==> src/rtl/median_pkg.sv <==
// rtl/median_pkg.sv - shared state type, default sizes and 3x3 window offset tables
package median_pkg;

  typedef enum logic [1:0] {
    IDLE  = 2'd0,
    FETCH = 2'd1,
    WAIT  = 2'd2,
    WRITE = 2'd3
  } state_t;

  localparam int DEF_W_LOG2 = 8;
  localparam int DEF_H_LOG2 = 8;

  // Window position of the last fetch and of the centre pixel.
  localparam logic [3:0] K_LAST   = 4'd8;
  localparam logic [3:0] K_CENTER = 4'd4;

  // Two-bit two's complement offsets, entry k at bits [2k+1:2k]; k scans row-major.
  localparam logic [17:0] WIN_I_TAB = {2'b01, 2'b01, 2'b01, 2'b00, 2'b00, 2'b00, 2'b11, 2'b11, 2'b11};
  localparam logic [17:0] WIN_J_TAB = {2'b01, 2'b00, 2'b11, 2'b01, 2'b00, 2'b11, 2'b01, 2'b00, 2'b11};

  function automatic logic signed [1:0] win_i(input logic [3:0] k);
    return $signed(WIN_I_TAB[{k, 1'b0} +: 2]);
  endfunction

  function automatic logic signed [1:0] win_j(input logic [3:0] k);
    return $signed(WIN_J_TAB[{k, 1'b0} +: 2]);
  endfunction

endpackage

==> src/rtl/median_win_addr.sv <==
// rtl/median_win_addr.sv - clamped 3x3 window read address for pixel (x,y) at position k
module median_win_addr
  import median_pkg::*;
#(
  parameter int W_LOG2 = DEF_W_LOG2,
  parameter int H_LOG2 = DEF_H_LOG2
) (
  input  logic [W_LOG2-1:0]        x,
  input  logic [H_LOG2-1:0]        y,
  input  logic [3:0]               k,
  output logic [W_LOG2+H_LOG2-1:0] RADDR
);

  localparam logic signed [W_LOG2+1:0] X_MAX  = {2'b00, {W_LOG2{1'b1}}};
  localparam logic signed [H_LOG2+1:0] Y_MAX  = {2'b00, {H_LOG2{1'b1}}};
  localparam logic signed [W_LOG2+1:0] X_ZERO = '0;
  localparam logic signed [H_LOG2+1:0] Y_ZERO = '0;

  logic signed [1:0]        di;
  logic signed [1:0]        dj;
  logic signed [W_LOG2+1:0] sx;
  logic signed [H_LOG2+1:0] sy;
  logic [W_LOG2-1:0]        rx;
  logic [H_LOG2-1:0]        ry;

  // Offset each axis by the window position in two extra signed bits, then clamp to the frame.
  always_comb begin
    di = win_i(k);
    dj = win_j(k);
    sx = $signed({2'b00, x}) + $signed({{W_LOG2{dj[1]}}, dj});
    sy = $signed({2'b00, y}) + $signed({{H_LOG2{di[1]}}, di});
    if (sx < X_ZERO) begin
      rx = '0;
    end else if (sx > X_MAX) begin
      rx = '1;
    end else begin
      rx = sx[W_LOG2-1:0];
    end
    if (sy < Y_ZERO) begin
      ry = '0;
    end else if (sy > Y_MAX) begin
      ry = '1;
    end else begin
      ry = sy[H_LOG2-1:0];
    end
    RADDR = {ry, rx};
  end

endmodule

==> src/rtl/median_window_seq.sv <==
// rtl/median_window_seq.sv - frame sequencer feeding 3x3 windows to a median filter; MEDIAN_SEQ_BORDER_COPY_EN copies border pixels
module median_window_seq
  import median_pkg::*;
#(
  parameter int W_LOG2 = DEF_W_LOG2,
  parameter int H_LOG2 = DEF_H_LOG2
) (
  input  logic                     CLK,
  input  logic                     nRST,
  input  logic                     START,
  output logic [W_LOG2+H_LOG2-1:0] RADDR,
  input  logic [7:0]               RDATA,
  output logic [7:0]               DI,
  output logic                     DSI,
  input  logic [7:0]               MDO,
  input  logic                     MDSO,
  output logic [W_LOG2+H_LOG2-1:0] WADDR,
  output logic [7:0]               WDATA,
  output logic                     WE,
  output logic                     BUSY,
  output logic                     DONE
);

  state_t            state;
  state_t            next_state;
  logic [W_LOG2-1:0] x;
  logic [H_LOG2-1:0] y;
  logic [3:0]        k;
  logic [3:0]        k_addr;
  logic              dsi_q;
  logic              done_q;
  logic [7:0]        wdata_q;
  logic              x_last;
  logic              y_last;
  logic              last_pix;
  logic              border_pix;

  assign x_last   = (x == '1);
  assign y_last   = (y == '1);
  assign last_pix = x_last && y_last;

`ifdef MEDIAN_SEQ_BORDER_COPY_EN
  assign border_pix = (x == '0) || x_last || (y == '0) || y_last;
`else
  assign border_pix = 1'b0;
`endif

  assign DI    = RDATA;
  assign DSI   = dsi_q;
  assign DONE  = done_q;
  assign WADDR = {y, x};

  median_win_addr #(
    .W_LOG2(W_LOG2),
    .H_LOG2(H_LOG2)
  ) u_win_addr (
    .x    (x),
    .y    (y),
    .k    (k_addr),
    .RADDR(RADDR)
  );

  // Next state and per-state outputs; a copied border pixel reads only its own centre address.
  always_comb begin
    next_state = state;
    WE         = 1'b0;
    BUSY       = 1'b1;
    k_addr     = k;
    WDATA      = wdata_q;
    case (state)
      IDLE: begin
        BUSY = 1'b0;
        if (START) begin
          next_state = FETCH;
        end
      end
      FETCH: begin
        if (border_pix) begin
          k_addr     = K_CENTER;
          next_state = WRITE;
        end else if (k == K_LAST) begin
          next_state = WAIT;
        end
      end
      WAIT: begin
        if (MDSO) begin
          next_state = WRITE;
        end
      end
      WRITE: begin
        WE = 1'b1;
        if (border_pix) begin
          WDATA = RDATA;
        end
        next_state = last_pix ? IDLE : FETCH;
      end
      default: next_state = IDLE;
    endcase
  end

  // State register, pixel/window counters, DSI delay, result capture and DONE pulse.
  always_ff @(posedge CLK) begin
    if (!nRST) begin
      state   <= IDLE;
      x       <= '0;
      y       <= '0;
      k       <= '0;
      dsi_q   <= 1'b0;
      done_q  <= 1'b0;
      wdata_q <= '0;
    end else begin
      state  <= next_state;
      dsi_q  <= (state == FETCH) && !border_pix;
      done_q <= (state == WRITE) && last_pix;
      case (state)
        IDLE: begin
          if (START) begin
            x <= '0;
            y <= '0;
            k <= '0;
          end
        end
        FETCH: begin
          k <= (border_pix || (k == K_LAST)) ? 4'd0 : k + 4'd1;
        end
        WAIT: begin
          if (MDSO) begin
            wdata_q <= MDO;
          end
        end
        WRITE: begin
          if (border_pix) begin
            wdata_q <= RDATA;
          end
          x <= x + 1'b1;
          if (x_last) begin
            y <= y + 1'b1;
          end
        end
        default: ;
      endcase
    end
  end

endmodule

==> config.mk <==
export PLATFORM = sky130hd
export DESIGN_NAME = median_window_seq
export DESIGN_NICKNAME = d
export VERILOG_FILES = /design/src/rtl/median_pkg.sv /design/src/rtl/median_win_addr.sv /design/src/rtl/median_window_seq.sv
export SDC_FILE = /design/constraint.sdc
export NUM_CORES = 1
export LEC_CHECK = 0
export BUFFER_PORTS_ARGS = -buffer_cell sky130_fd_sc_hd__buf_2
export CAP_MARGIN = 30
export CORE_MARGIN = 1.5
export CORE_UTILIZATION = 43
export DETAILED_ROUTE_END_ITERATION = 16
export GPL_TIMING_DRIVEN = 0
export PLACE_DENSITY = 0.7
export SYNTH_ARGS = -nofsm -noshare
export SYNTH_HDL_FRONTEND = slang
export SYNTH_SLANG_ARGS = --single-unit
==> constraint.sdc <==
create_clock -name CLK -period 3.6 [get_ports CLK]
set_input_delay 0.54 -clock CLK [delete_from_list [all_inputs] [get_ports CLK]]
set_output_delay 0.54 -clock CLK [all_outputs]
set_load 0.005 [all_outputs]
==> results of run 1 <==
[flip-flops by register name (all words and copies together), names as in the netlist]
signal	flops
DONE	1
DSI	1
k	4
state	2
wdata_q	8
x	8
y	8
[final timing paths]
check	depth (start not counted)	end	slack, ps
min	2	wdata_q[7]	460
max	10	RADDR[7]	160
max reg2reg	6	y[6]	1510
min reg2reg	2	wdata_q[7]	460
[cell usage in the layout, fill, tap and decap left out, types with 4 or more instances in the layout]
cell / instances
inv_1: 16
ha_2: 4
ha_1: 17
nand2b_1: 4
o21a_1: 4
nand4_1: 6
nor2b_1: 8
dfxtp_1: 28
or3_1: 5
nor2_1: 24
a21oi_1: 24
and2_1: 5
and3_1: 5
buf_2: 62
clkbuf_8: 6
xor2_1: 11
a22oi_1: 4
a21boi_0: 10
xnor2_1: 4
nand3_1: 20
buf_4: 11
o21ai_0: 22
nor4_1: 4
nand2_1: 26
clkbuf_1: 12
nor3_1: 6
[worst register-to-register path, delay by kind of cell (launching register included)]
kind / cells / cell delay, ps
AND/OR/NAND/NOR: 3 / 720
adder cells (fa/ha/maj): 1 / 260
flip-flops: 1 / 430
AO/OA/AOI/OAI: 2 / 620
[routing by layer]
metal | GRT usage (%) | wire [microns] | up-vias
met4 | 2.59 | 38 | 0
li1 | - | - | 1330
met2 | 35.5 | 3010 | 87
met1 | 25.8 | 2940 | 1222
met5 | 0 | 0 | -
met3 | 3.64 | 386 | 8
[power by group]
part	switching [mW]	total [mW]	internal, mW
combinational	0.360	0.645	0.285
sequential	0.0240	0.407	0.383
clock	0.134	0.286	0.152
total	0.518	1.34	0.820
[kinds of logic after synthesis]
group           synth area share, %
compound gates                 22.3
xor+xnor                       5.81
fa+ha+maj                      12.0
buf+inv                        7.76
flops                          25.0
mux                            2.05
simple gates                   25.1
[final cells by class]
type / count / area (sq um) / share of cell area [%]
multi-input cells: 262 / 1860 / 57.7
inverters: 17 / 63.8 / 1.98
plain buffers: 22 / 120 / 3.73
repair buffers: 66 / 344 / 10.7
clock buffers: 6 / 82.6 / 2.57
flip-flops and latches: 32 / 651 / 20.2
well taps: 72 / 90.1 / 2.80
clock inverters: 2 / 10.0 / 0.311
[timing repair]
action	4_1_cts	5_1_grt
pin swaps	2	7
buffers inserted	2	2
hold buffers	0	0
setup endpoints to repair	16	14
hold endpoints to repair	0	0
resized for setup	19	18
==> impl_metrics.toml, run 1 <==
[status]
outcome = "complete, no violations"

[cts]
clockRootBuffer = "clkbuf_8"
worstSkewPairLatency_ps = 280
clk_pin_slew_ps = 70
cts-htree-levels = 2
cts.sinks = 32
cts_buffers = 5
max-clock-path-buffers = 2
cts_tree = "done"

[logic_synthesis]
synth-edff-count = 0
ys_ff_latch = 32
yosys-top-cells-count = "dfxtp_1, nand2_1, o21ai_0"
ys_warn_count = 0
async_flop_share_pct = 0
ys_seq_area_share_pct = 25.0
ys.flop_type = "dfxtp_1"
synth_cell_types = 51
synth_area_leader_cell = "dfxtp_1"
syn_nets = 381
yosysMostFrequentCell = "dfxtp_1"
netlist.area_leader.share_pct = 25.0
synth_area_leaders = "dfxtp_1, ha_1, o21ai_0"
syn_inst = 337
synth_area_per_cell_sq_um = 7.61
synth_area_sq_um = 2560

[route]
wire_per_inst_microns = 13.3
drcViolationCount = 0
first_pass_iters = 4
drt_iter0_markers = 173
postRouteAntennaNets = 0
avgViaCountPerCell = 5.53
wl_microns = 6380
via_count = 2647

[layout]
final_cell_count_no_fill = 479
nFillCells = 543
insertedDiodeCount = 0
area_growth_pct = 25.6
final_util_pct = 57.1
drive_gt1_share_pct = 28.5
design_area_sq_um = 3220
fin_nets = 450

[placed_design]
placed_area_sq_um = 2960
portBuffers = 62
dp_hpwl_microns = 4590
dp.cells = 471
gp_congestion = 0.854
pre_cts_ws_ps = -545

[critical_path]
critPathBufInv = 2
endpoint_kind = "output port"
cp_slowest_stage_delay_ps = 370
crit_path_cell_trace = "inv_1 > ha_4 > a211oi_4 > ha_1 > a211oi_2 > o21ai_0 > a221oi_2 > xnor2_2 > a21oi_1 > buf_2"
worst-path-max-fanout = 8
crit_type = "flop to output port"
required_ps = 3060
cp_data_arrival_time_ps = 2900
start_kind = "flop"
cp_slowest_cell = "dfxtp_4"
startpoint = "k[0]"
crit_family = "compound AO/OA/AOI/OAI gates"
worstReg2RegStart = "x[1]"

[timing]
setup_slack_ps = 158
slew_viol_final = 0
tns_ps = 0
hold-worst-slack_ps = 462
finalHoldViolCount = 0
min_period_over_period_pct = 95.6
skew_ps = 1.50
period_minus_slack_ps = 3440
timing.slew.headroom_pct = 63.1
fmax_ghz = 0.291
worst_slew_pin_slew_ps = 547
setup_violations = 0

[power_and_ir_drop]
power_density_nw_per_um2 = 416
peakVddDrop_mv = 0.367
finalPower_mw = 1.34
p_leak_nw = 1.40

[die]
die_x_microns = 80.2
core.rowCount = 27
io_pins = 72
dieHeight_microns = 80.2
floorplan.die_area_sq_um = 6430
fp.coreArea_sq_um = 5640
initial_core_util_pct = 45.4

[global_routing]
grtUsageTotal_pct = 20.1
grt_overflow_total = 0
grt_max_degree = 11
antenna_found_initial = 0
grt_pass1_wl_microns = 10500
grt_pass1_vias = 2360

[worst_hold_path]
hp-class = "flop to flop"
min_from = "wdata_q[7]"

[run]
drv_cap = 0
(Power assumes the default switching activity.)
==> run 2: changes to the inputs <==
--- a/config.mk
+++ b/config.mk
@@ -11,7 +11,7 @@
 export CORE_UTILIZATION = 43
 export DETAILED_ROUTE_END_ITERATION = 16
 export GPL_TIMING_DRIVEN = 0
-export PLACE_DENSITY = 0.7
+export PLACE_DENSITY = 0.68
 export SYNTH_ARGS = -nofsm -noshare
 export SYNTH_HDL_FRONTEND = slang
 export SYNTH_SLANG_ARGS = --single-unit
==> constraint.sdc (replaced) <==
create_clock -name CLK -period 4.19 [get_ports CLK]
set_input_delay 0.6285 -clock CLK [delete_from_list [all_inputs] [get_ports CLK]]
set_output_delay 0.6285 -clock CLK [all_outputs]
set_load 0.005 [all_outputs]
==> run 2 against run 1 <==
Clock power decreased by 22%. Register-to-register slack improved by 660 ps. Via count decreased by 1.8%. Clock skew increased by 3.6 ps. Flip-flop and latch count unchanged. Routed wire length decreased by 5.3%. Largest power group unchanged.
==> impl_metrics.toml, run 2 (synthesis gave the netlist of run 1 again) <==
[status]
outcome = "complete, no violations"

[cts]
clockRootBuffer = "clkbuf_8"
cts.sinks = 32
worstSkewPairLatency_ps = 290
max-clock-path-buffers = 2
clk_pin_slew_ps = 60
cts_buffers = 5
cts_tree = "done"
cts-htree-levels = 2
cts_hold_buf = 0

[layout]
final_common_cell = "buf_2"
nFillCells = 550
reg_top3 = "wdata_q (8), x (8), y (8)"
final_cell_mix = "buf_2, dfxtp_1, nand2_1"
drive_gt1_share_pct = 21.9
insertedDiodeCount = 0
area_growth_pct = 20.2
fin_nets = 450
design_area_sq_um = 3080
final_util_pct = 54.6

[route]
avgViaCountPerCell = 5.44
postRouteAntennaNets = 0
wl_microns = 6050
drt_iter0_markers = 174
wire_per_inst_microns = 12.7
first_pass_iters = 4
drcViolationCount = 0
via_count = 2599

[power_and_ir_drop]
peakVddDrop_mv = 0.269
power_density_nw_per_um2 = 346
p_leak_nw = 1.36

[timing]
period_minus_slack_ps = 3930
tns_ps = 0
rsz0062_at_grt = "true"
timing.slew.headroom_pct = 66.1
setup_slack_ps = 260
slew_viol_final = 0
setup_violations = 0
min_period_over_period_pct = 93.8
fmax_ghz = 0.254
finalHoldViolCount = 0
skew_ps = 5.13
hold-worst-slack_ps = 462
worst_slew_pin_slew_ps = 503

[placed_design]
dp_hpwl_microns = 4590
portBuffers = 62
placed_area_sq_um = 2960
pre_cts_ws_ps = 11.4
gp_congestion = 0.851

[run]
drv_cap = 0

[critical_path]
startpoint = "k[0]"
cp_data_arrival_time_ps = 3300
crit_end = "RADDR[15]"
rr_worst_depth = 6
reg2reg_to = "y[6]"
endpoint_kind = "output port"
required_ps = 3560
crit_type = "flop to output port"
r2r_slack_ps = 2170
start_kind = "flop"
worst-path-max-fanout = 8
worstReg2RegStart = "x[1]"

[die]
initial_core_util_pct = 45.4
core.rowCount = 27
dieHeight_microns = 80.2
fp.coreArea_sq_um = 5640
io_pins = 72
floorplan.die_area_sq_um = 6430
die_x_microns = 80.2

[global_routing]
grt_overflow_total = 0
grt_pass1_vias = 2334
grt_max_degree = 12
grt_pass1_wl_microns = 10400
grtUsageTotal_pct = 20.1
antenna_found_initial = 0

[worst_hold_path]
min_from = "wdata_q[7]"
hp-class = "flop to flop"
run 2: cell count changes in the layout (fill, tap and decap cells not counted), moves of 3 or more:
cell and change:
clkbuf_1 +4, dfxtp_1 +4, ha_1 +6, ha_2 -4
o21ai_2 -3
run 2: how the worst min path moves through the flow:
stage                       endpoint  slack (ps)  cells after the start
final                     wdata_q[7]         460                      2
after global routing      wdata_q[7]         490                      2
after CTS                 wdata_q[7]         460                      2
after detailed placement  wdata_q[7]         460                      2
after global placement    wdata_q[6]         450                      2
after floorplan           wdata_q[0]         460                      2
run 2: critical path, cell delays in order (launching register included):
cell and delay, ps:
dfxtp_1 360, ha_1 210, inv_1 50, ha_1 180
a21oi_1 50, o21ai_0 220, ha_1 300, ha_1 170
clkbuf_1 260, nand3_1 100, or2_2 280, clkbuf_1 190
o311a_1 170, a211oi_1 240, a311oi_1 70, buf_2 150
run 2: where the power goes:
part           leakage [nW]  total [mW]  internal [mW]  switching, mW
clock network        0.0410       0.224          0.113          0.111
registers             0.258       0.348          0.328         0.0208
logic                  1.06       0.494          0.212          0.282
run 2: area by class of cell:
class                   instances  area, sq um  area share, %
clock buffers                   6         72.6           2.36
well taps                      72         90.1           2.92
clock inverters                 1         5.00          0.162
inverters                      17         63.8           2.07
multi-input cells             262         1760           57.1
flip-flops and latches         32          641           20.8
plain buffers                  25          131           4.26
repair buffers                 63          318           10.3
run 2: stage by stage:
step	std cells	power, mW
after CTS	479	1.06
after global placement	471	0.818
after detailed placement	471	0.827
after global routing	478	1.16
after floorplan	337	0.698
final	478	1.07
run 2: timing repair:
| item | CTS | global route |
|---|---|---|
| gates resized for setup | 1 | 5 |
| pin swaps | 1 | 0 |
| endpoints found under the hold margin | 0 | 0 |
| cloned | 0 | 0 |
| setup buffers | 1 | 0 |
| endpoints found under the setup margin | 8 | 14 |
run 2: routing by layer:
layer / track usage [%] / up-vias / wire length, microns
met1: 27.3 / 1195 / 2990
met4: 5.86 / 0 / 59
met5: 0 / - / 0
li1: - / 1326 / -
met3: 4.66 / 5 / 346
met2: 31.3 / 73 / 2650
==> run 3: changes to the inputs <==
--- a/config.mk
+++ b/config.mk
@@ -5,6 +5,7 @@
 export SDC_FILE = /design/constraint.sdc
 export NUM_CORES = 1
 export LEC_CHECK = 0
+export ABC_AREA = 1
 export BUFFER_PORTS_ARGS = -buffer_cell sky130_fd_sc_hd__buf_2
 export CAP_MARGIN = 30
 export CORE_MARGIN = 1.5
==> run 3 against run 2 <==
Total power increased by 4.5%. Worst hold slack gained 21 ps. Non-clock buffer count down 14. Highest routed layer unchanged. Worst setup slack better by 90 ps. Utilization fell by 1.4 points. Synthesized cell count grew 20%. Cell area increased by 1.1%. Sequential power up 2%. Area after synthesis grew 0.98%.
==> impl_metrics.toml, run 3 <==
[status]
outcome = "complete, no violations"

[power_and_ir_drop]
power_density_nw_per_um2 = 358
p_leak_nw = 1.67
peakVddDrop_mv = 0.255
clockPowerShare_pct = 26.4
seqPwrFrac_pct = 31.9
internal_power_mw = 0.678
p_sw_mw = 0.436
swShare_pct = 39.1
combPwrFrac_pct = 41.7

[critical_path]
crit_top_cell = "nand2_1"
start_kind = "flop"
cp_data_arrival_time_ps = 3210
cp_slowest_stage_delay_ps = 440
cp_slowest_cell = "fa_1"
crit_path_cell_trace = "inv_1 > ha_1 > nand2_1 > nand2_1 > nor2_4 > inv_1 > fa_1 > o21ai_1 > nand4_1 > nand3_1 > nand2_1 > inv_1 > nand2_1 > nand2_1 > inv_1 > buf_2"
endpoint_kind = "output port"
crit_type = "flop to output port"
worst-path-max-fanout = 11
required_ps = 3560
r2r_slack_ps = 1980

[cts]
cts_setup_buffers = 0
cts_hold_buf = 0
clockRootBuffer = "clkbuf_8"
cts_tree = "done"
cts-htree-levels = 2
clk_pin_slew_ps = 70
max-clock-path-buffers = 2
cts_buffers = 5
cts.sinks = 32
cts-resized-gates = 1
worstSkewPairLatency_ps = 290

[logic_synthesis]
synth_area_leaders = "dfxtp_1, nand2_1, ha_1"
syn_nets = 449
ys_warn_count = 0
synth_cell_types = 34
synth_xor_area_share_pct = 5.07
synth-edff-count = 0
yosys-top-cells-count = "nand2_1, inv_1, nor2_1"
synth_compound_area_share_pct = 14.8
synth-simple-area-share_pct = 31.3
synth_top_family_by_area = "simple AND/OR/NAND/NOR gates"
ys_seq_area_share_pct = 24.7
synth_area_per_cell_sq_um = 6.39
yosysMostFrequentCell = "nand2_1"
ys_ff_latch = 32
synthMuxAreaShare_pct = 0
syn_inst = 405
synthAdderAreaFrac_pct = 11.9
async_flop_share_pct = 0
synth_area_sq_um = 2590
ys.flop_type = "dfxtp_1"
synth_area_leader_cell = "dfxtp_1"
netlist.area_leader.share_pct = 24.7

[die]
die_x_microns = 80.6
io_pins = 72
core.rowCount = 28
initial_core_util_pct = 44.2
floorplan.die_area_sq_um = 6490
fp.coreArea_sq_um = 5850
dieHeight_microns = 80.6

[timing]
rsz0062_at_grt = "false"
timing.slew.headroom_pct = 62.2
tns_ps = 0
slew_viol_final = 0
fmax_ghz = 0.260
min_period_over_period_pct = 91.6
skew_ps = 7.10
worst_slew_pin_slew_ps = 561
period_minus_slack_ps = 3840
setup_violations = 0
finalHoldViolCount = 0

[placed_design]
gp_congestion = 0.822
dp_hpwl_microns = 4990
portBuffers = 63

[layout]
final_common_cell = "nand2_1"
area_growth_pct = 20.3
insertedDiodeCount = 0
final_util_pct = 53.2
reg_top3 = "wdata_q (8), x (8), y (8)"
drive_gt1_share_pct = 19.1
final_cell_mix = "nand2_1, buf_2, inv_1, nor2_1, a21oi_1"
fin_nets = 519
nFillCells = 607

[global_routing]
antenna_found_initial = 0
grt_pass1_vias = 2437
grtUsageTotal_pct = 20.5
grt_overflow_total = 0
grt_max_degree = 12
grt_pass1_wl_microns = 10600

[route]
wire_per_inst_microns = 11.4
postRouteAntennaNets = 0
avgViaCountPerCell = 4.90
via_count = 2698
drcViolationCount = 0
drt_iter0_markers = 141
wl_microns = 6290
first_pass_iters = 4

[worst_hold_path]
hp-class = "flop to flop"

[run]
drv_cap = 0
run 3: changes by cell type in the layout (fill, tap and decap cells not counted), moves of 7 or more:
cell and change:
nor2b_1 -10, clkbuf_1 -14, a21oi_1 +11, nand2_1 +59
o21ai_0 -7, nor2_1 +32, a21boi_0 -10, inv_1 +42
run 3: cells by family (layout without fill, tap and decap cells):
kind of cell | Yosys count | count (layout)
AND/OR/NAND/NOR | 192 | 192
XOR/XNOR | 15 | 15
adder cells (fa/ha/maj) | 24 | 24
AO/OA/AOI/OAI | 68 | 68
buffers and inverters | 74 | 145
flip-flops | 32 | 32
run 3: per-layer routing:
metal / global-route usage, % / vias to the layer above / wire length [microns]
met4: 5.86 / 0 / 85
met5: 0 / - / 0
li1: - / 1440 / -
met3: 3.86 / 10 / 257
met1: 25.3 / 1191 / 2910
met2: 35.9 / 57 / 3030
run 3: power by group through the flow:
stage	Sequential, mW	Clock, mW	Combinational, mW
2_1_floorplan	0.360	0	0.317
3_3_place_gp	0.361	0	0.451
3_5_place_dp	0.363	0	0.457
4_1_cts	0.356	0.301	0.462
5_1_grt	0.360	0.313	0.538
6_report	0.355	0.294	0.465
run 3: worst paths after layout:
kind / startpoint / end / depth (start not counted)
max: k[0] / RADDR[6] / 16
min: wdata_q[1] / wdata_q[1] / 2
max reg2reg: state[0] / y[5] / 11
min reg2reg: wdata_q[1] / wdata_q[1] / 2
run 3: area by class of cell:
cell class / instances / area (sq um) / area share (%)
Buffer: 11 / 78.8 / 2.53
Clock buffer: 6 / 72.6 / 2.33
Clock inverter: 2 / 35.0 / 1.13
Inverter: 63 / 236 / 7.60
Multi-Input combinational cell: 299 / 1640 / 52.7
Sequential cell: 32 / 641 / 20.6
Tap cell: 75 / 93.8 / 3.01
Timing Repair Buffer: 63 / 315 / 10.1
run 3: per-stage QoR:
stage          worst slack, ps  total power, mW  hold WS (ps)  area [sq um]  instances
3_3_place_gp              72.9            0.811           460          3000        543
4_1_cts                   31.9             1.12           488          3110        551
3_5_place_dp              95.9            0.820           471          3000        543
5_1_grt                   7.00             1.21           528          3110        551
6_report                   351             1.11           482          3110        551
2_1_floorplan              700            0.677           480          2590        405
run 3: critical path: cells and delay by family, from the launching register on:
kind | cells | cell delay [ps]
simple gates | 8 | 910
fa+ha+maj | 2 | 790
buf+inv | 5 | 550
flops | 1 | 400
compound gates | 1 | 270
